--- config.mk ---
export PLATFORM = sky130hd
export DESIGN_NAME = branch_resolve_unit
export DESIGN_NICKNAME = d
export VERILOG_FILES = /design/src/rtl/branch_resolve_unit.sv
export SDC_FILE = /design/constraint.sdc
export NUM_CORES = 1
export LEC_CHECK = 0
export BUFFER_PORTS_ARGS = -buffer_cell sky130_fd_sc_hd__buf_4
export CAP_MARGIN = 20
export CORE_ASPECT_RATIO = 2
export CORE_MARGIN = 5
export CORE_UTILIZATION = 38
export CTS_BUF_LIST = sky130_fd_sc_hd__clkbuf_16
export CTS_CLUSTER_SIZE = 24
export DETAILED_ROUTE_END_ITERATION = 10
export PLACE_DENSITY = 0.73
export SYNTH_ARGS = -nofsm -noshare
export SYNTH_HDL_FRONTEND = slang
export SYNTH_SLANG_ARGS = --single-unit
--- constraint.sdc ---
create_clock -name CLK -period 2.4 [get_ports CLK]
set_input_delay 0.12 -clock CLK [delete_from_list [all_inputs] [get_ports CLK]]
set_output_delay 0.12 -clock CLK [all_outputs]
set_load 0.01 [all_outputs]
--- src/rtl/branch_resolve_unit.sv ---
// Registered branch resolver: evaluates the branch condition, drives the redirect
// target, holds FLUSH for FLUSH_CYCLES unstalled cycles and counts taken branches.
module branch_resolve_unit #(
   parameter int DATA_WIDTH   = 32,
   parameter int OPCODE_WIDTH = 6,
   parameter int ADDR_WIDTH   = 16,
   parameter int FLUSH_CYCLES = 2,
   parameter int COUNT_WIDTH  = 16
) (
   input  logic                    CLK,
   input  logic                    RST,
   input  logic                    IVALID,
   input  logic                    STALL,
   input  logic [DATA_WIDTH-1:0]   IDATA,
   input  logic [OPCODE_WIDTH-1:0] OPCODE,
   input  logic [ADDR_WIDTH-1:0]   PC,
   input  logic [ADDR_WIDTH-1:0]   IMM,
   output logic                    BO,
   output logic [ADDR_WIDTH-1:0]   BTARGET,
   output logic                    FLUSH,
   output logic [COUNT_WIDTH-1:0]  BCOUNT
);

   localparam logic [OPCODE_WIDTH-1:0] OP_JMP  = OPCODE_WIDTH'(6'b010100);
   localparam logic [OPCODE_WIDTH-1:0] OP_BEQZ = OPCODE_WIDTH'(6'b010101);
   localparam logic [OPCODE_WIDTH-1:0] OP_BNEZ = OPCODE_WIDTH'(6'b010110);
   localparam logic [OPCODE_WIDTH-1:0] OP_BLTZ = OPCODE_WIDTH'(6'b010111);
   localparam logic [OPCODE_WIDTH-1:0] OP_BGEZ = OPCODE_WIDTH'(6'b011000);
   localparam logic [OPCODE_WIDTH-1:0] OP_JR   = OPCODE_WIDTH'(6'b011001);
   localparam logic [3:0]              FC_INIT = 4'(FLUSH_CYCLES - 1);

   typedef enum logic {IDLE, FLUSHING} state_t;

   state_t                  state_q, state_d;
   logic [3:0]              fc_q, fc_d;
   logic                    bo_q, bo_d;
   logic                    flush_q, flush_d;
   logic [ADDR_WIDTH-1:0]   btarget_q, btarget_d;
   logic [COUNT_WIDTH-1:0]  bcount_q, bcount_d;
   logic                    cond, taken;
   logic [ADDR_WIDTH-1:0]   target;

   always_comb begin
      cond = 1'b0;
      case (OPCODE)
         OP_JMP:  cond = 1'b1;
         OP_BEQZ: cond = (IDATA == '0);
         OP_BNEZ: cond = (IDATA != '0);
         OP_BLTZ: cond = IDATA[DATA_WIDTH-1];
         OP_BGEZ: cond = ~IDATA[DATA_WIDTH-1];
         OP_JR:   cond = 1'b1;
         default: cond = 1'b0;
      endcase
      taken  = IVALID & cond;
      // PC-relative add wraps silently modulo 2^ADDR_WIDTH
      target = (OPCODE == OP_JR) ? IDATA[ADDR_WIDTH-1:0] : PC + IMM;
   end

   always_comb begin
      state_d   = state_q;
      fc_d      = fc_q;
      bo_d      = bo_q;
      flush_d   = flush_q;
      btarget_d = btarget_q;
      bcount_d  = bcount_q;
      if (!STALL) begin
         case (state_q)
            IDLE: begin
               bo_d    = taken;
               flush_d = taken;
               if (taken) begin
                  btarget_d = target;
                  fc_d      = FC_INIT;
                  if (bcount_q != '1) bcount_d = bcount_q + 1'b1;
                  state_d   = (FLUSH_CYCLES > 1) ? FLUSHING : IDLE;
               end
            end
            FLUSHING: begin
               // instruction in this slot is squashed regardless of IVALID
               bo_d = 1'b0;
               if (fc_q == 4'd0) begin
                  state_d = IDLE;
                  flush_d = 1'b0;
               end else begin
                  fc_d    = fc_q - 4'd1;
                  flush_d = 1'b1;
               end
            end
            default: state_d = IDLE;
         endcase
      end
   end

   always_ff @(posedge CLK) begin
      if (RST) begin
         state_q   <= IDLE;
         fc_q      <= '0;
         bo_q      <= 1'b0;
         flush_q   <= 1'b0;
         btarget_q <= '0;
         bcount_q  <= '0;
      end else begin
         state_q   <= state_d;
         fc_q      <= fc_d;
         bo_q      <= bo_d;
         flush_q   <= flush_d;
         btarget_q <= btarget_d;
         bcount_q  <= bcount_d;
      end
   end

   assign BO      = bo_q;
   assign BTARGET = btarget_q;
   assign FLUSH   = flush_q;
   assign BCOUNT  = bcount_q;

endmodule
==> qor.txt <==
DIE
-----------------------------------------------------------------------------------------
Top-Level Pins                                                                        108
Horizontal die dimension                                                          69.5 um
Effective utilization at floorplan                                                  38.7%
Core region area                                                              0.00694 mm2
Die area                                                                      0.00896 mm2
Number of placement rows                                                               43
Die height                                                                         129 um

DRT
-----------------------------------------------------------------------------------------
Via density per instance                                                             5.50
Number of DRC violations after detailed-routing iteration 0                           165
Final wirelength                                                                  8090 um
Count of vias placed by the detailed router                                         2,969
Detailed Routing Iterations Pass 1                                                      4
Routed wire per std cell                                                          15.0 um
Post-DRT Antenna Nets                                                                   0
Residual DRC count                                                                      0

CLOCK TREE
-----------------------------------------------------------------------------------------
H-Tree Depth                                                                            2
Number of clock buffers inserted by TritonCTS                                           5
Clock latency on the worst-skew pair                                               280 ps
Clock transition at the registers of the reported paths                             60 ps
TritonCTS clock tree                                                                built
Number of buffers on the longest clock path                                             2
Hold buffers post-CTS                                                                   0
Number of setup buffers added after CTS                                                 0
Root buf cell                                                                   clkbuf_16
CTS sink count                                                                         38

LAYOUT
-----------------------------------------------------------------------------------------
Fill cell total of the finished layout                                                666
Share of layout cells above drive strength 1                                        31.1%
Number of nets in the layout                                                          541
End-of-flow core utilization                                                        54.2%
Layout Area Growth over Synthesis                                                   40.0%
Inserted Diodes                                                                         0

GLOBAL ROUTE
-----------------------------------------------------------------------------------------
First-pass GRT wire length                                                      13,300 um
Global routing met2 resource utilization                                            35.2%
Vias in the first global route                                                      2,960
GR Overflow Total                                                                       0
Met3 routing resource usage after global routing                                    2.66%
Number of antenna violations at the first check in global routing                       0
Most heavily used metal layer in global routing                                      met2
Total routing resource utilization after global routing                             17.8%
Maximum number of pins on one net before global-route repair                           45
Met1 track demand over resource                                                     17.5%

YOSYS
-----------------------------------------------------------------------------------------
Sequential element share of the synthesized area                                    28.3%
Netlist area before placement                                                 0.00269 mm2
Per-instance average area after synthesis                                        7.93 um2
Nets in the synthesized netlist                                                       431
Leading post-synthesis cells by cell area                                    dfxtp_1, ha_1, nor2_1
Cell types with the highest counts after synthesis                           dfxtp_1, nor2_1, nand2_1, a21oi_1, ha_1
Proportion of netlist area held by the largest area contributor                     28.3%
Number of flops mapped to enable cells by yosys                                         0
Syn Inst Count                                                                        339
Main synth FF type                                                                dfxtp_1
Synthesized flop and latch total                                                       38
Proportion of register bits with asynchronous set or reset after synthesis             0%
Count of warnings emitted by yosys                                                      0
Cell accounting for the most synthesized area                                     dfxtp_1
Distinct cell type count after synthesis                                               61
Library cell with the highest instance count after synthesis                      dfxtp_1

HOLD PATH
-----------------------------------------------------------------------------------------
Worst hold path stage count                                                             3
Type of the tightest min-delay check                                               in2reg

TIMING
-----------------------------------------------------------------------------------------
Number of max-slew violations in the final report                                       0
Final Hold Vio Count                                                                    0
Final worst path period need                                                      2230 ps
Part of the cycle the worst path needs                                              92.8%
Clock tree skew after final layout                                                5.43 ps
Measured slew at the worst slew-check pin                                          524 ps
Worst slew margin relative to its limit                                             65.1%
Maximum clock rate                                                                449 MHz
Unrepaired setup endpoints after global routing                                        no
Final Setup Violations                                                                  0

POWER AND IR DROP
-----------------------------------------------------------------------------------------
Leakage power                                                                  0.00164 uW
Switching Fraction                                                                  26.9%
Power, Total                                                                      1670 uW
PD cells                                                                       443 mW/mm2
Clock share of power                                                                39.1%
Worst-case vdd ir drop                                                             234 uV
Combinational Power Share                                                           22.6%
Internal power                                                                    1220 uW
Reported net switching power                                                       449 uW
Sequential Power Share                                                              38.3%

WORST SETUP PATH
-----------------------------------------------------------------------------------------
Worst Reg2Reg Path Length in Cells                                                      8
Crit path largest cell delay                                                       410 ps
Critical Path RT                                                                  2570 ps
CP Max Fanout                                                                          11
Data arrival time at the worst-slack endpoint                                     2400 ps
Top cell by count, worst path                                                      and3_1
Nature of the critical path endpoint                                                 flop
Series of cell instances along the critical path                             and3_1 > and3_1 > and4_4 > nand2_2 > nor3_2 > buf_4 > nor4bb_1 > mux2_1
Critical-path cell with the highest stage delay                                   dfxtp_1
Critical path startpoint category                                                    flop
WS Path Type                                                                      reg2reg

PLACED DESIGN
-----------------------------------------------------------------------------------------
Placer congestion estimate                                                          0.900
Input/output buffers                                                                  107
HPWL after detailed placement                                                     6580 um

STATUS
-----------------------------------------------------------------------------------------
Outcome                                                                      finished clean

JOB
-----------------------------------------------------------------------------------------
MaxCap Viol Count                                                                       0

[final cells by class]
| cell class | instances | area (um2) | share of cell area [%] |
|---|---|---|---|
| multi-input combinational | 274 | 1810 | 48.0 |
| clock buffer | 5 | 125 | 3.32 |
| tap | 90 | 113 | 2.99 |
| clock inverter | 3 | 21.3 | 0.565 |
| sequential | 38 | 761 | 20.2 |
| inverter | 10 | 37.5 | 0.997 |
| timing repair buffer | 120 | 901 | 23.9 |
[through the flow]
| step | std cells | TNS [ps] | setup WS [ps] | hold WS, ps | instance area, um2 |
|---|---|---|---|---|---|
| after CTS | 540 | 0 | 139 | 119 | 3760 |
| after floorplan | 339 | 0 | 208 | 260 | 2690 |
| after global routing | 540 | 0 | 75.3 | 131 | 3760 |
| final | 540 | 0 | 172 | 117 | 3760 |
| after detailed placement | 532 | -535 | -139 | 415 | 3620 |
| after global placement | 532 | -220 | -95.1 | 402 | 3620 |
[layer usage]
metal	share of wire [%]	vias up	wire (um)
li1	-	1479	-
met4	4.1	0	332
met1	34	1373	2790
met3	5.7	23	459
met2	56	94	4510
met5	0	-	0
[repair_timing]
item | CTS | global route
endpoints found under the setup margin | 0 | 1
hold endpoints to repair | 0 | 0
resized for setup | 0 | 1
[flip-flops by register name, summed over array words and instances, names as in the netlist]
register  flops
BCOUNT       16
BTARGET      16
fc_q          4
BO            1
state_q       1
[power by group through the flow]
| stage | clock network, uW | logic (uW) | registers [uW] |
|---|---|---|---|
| finish | 652 | 376 | 638 |
| global route | 685 | 419 | 639 |
| CTS | 659 | 375 | 638 |
| detailed placement | 0 | 374 | 652 |
| global placement | 0 | 365 | 652 |
| floorplan | 0 | 211 | 653 |
[worst paths after layout]
kind	startpoint	endpoint	slack (ps)
hold / removal	IDATA[6]	BTARGET[6]$_SDFFE_PP0P_	120
setup / recovery	BCOUNT[4]$_SDFFE_PP0P_	BCOUNT[7]$_SDFFE_PP0P_	170
setup reg to reg	BCOUNT[4]$_SDFFE_PP0P_	BCOUNT[7]$_SDFFE_PP0P_	170
hold reg to reg	BO$_SDFFE_PP0N_	BO$_SDFFE_PP0N_	470
[critical path, delay by kind of cell (launching register included)]
| kind | cells | cell delay (ps) |
|---|---|---|
| and+or+nand+nor | 6 | 1160 |
| DFF | 1 | 410 |
| muxes | 1 | 320 |
| buffers and inverters | 1 | 220 |
[cell usage in the layout (no fill, tap or decap), types with 2 or more instances in the layout]
cell,count
o31ai_1,4
nand2b_1,4
a311oi_1,5
a221oi_1,2
or4_1,3
inv_1,10
o211ai_1,5
nor3_2,2
clkbuf_16,5
nor4_1,12
mux2_1,8
buf_4,120
nand4_1,6
ha_1,17
nand2_1,31
a21oi_1,26
mux2i_1,2
xnor2_1,6
nand3_1,13
nor2_1,37
nor2b_1,11
a211oi_1,8
o21ai_0,9
or4b_2,2
dfxtp_1,38
or3_1,2
a21o_1,2
o41ai_1,2
nand3b_1,2
a211o_1,3
and3_1,5
xor2_1,4
a21oi_2,2
nor3_1,10
o21a_1,4
[cells by family (layout without fill, tap and decap cells)]
kind of cell | Yosys count | in the layout | synth area share (%)
XOR/XNOR | 10 | 10 | 3.26
adder cells (fa/ha/maj) | 18 | 18 | 8.66
flip-flops | 38 | 38 | 28.3
buffers and inverters | 27 | 138 | 4.75
AND/OR/NAND/NOR | 150 | 150 | 29.5
AO/OA/AOI/OAI | 86 | 86 | 21.5
multiplexers | 10 | 10 | 4.10
No activity file was read; power rests on OpenSTA's default activity.
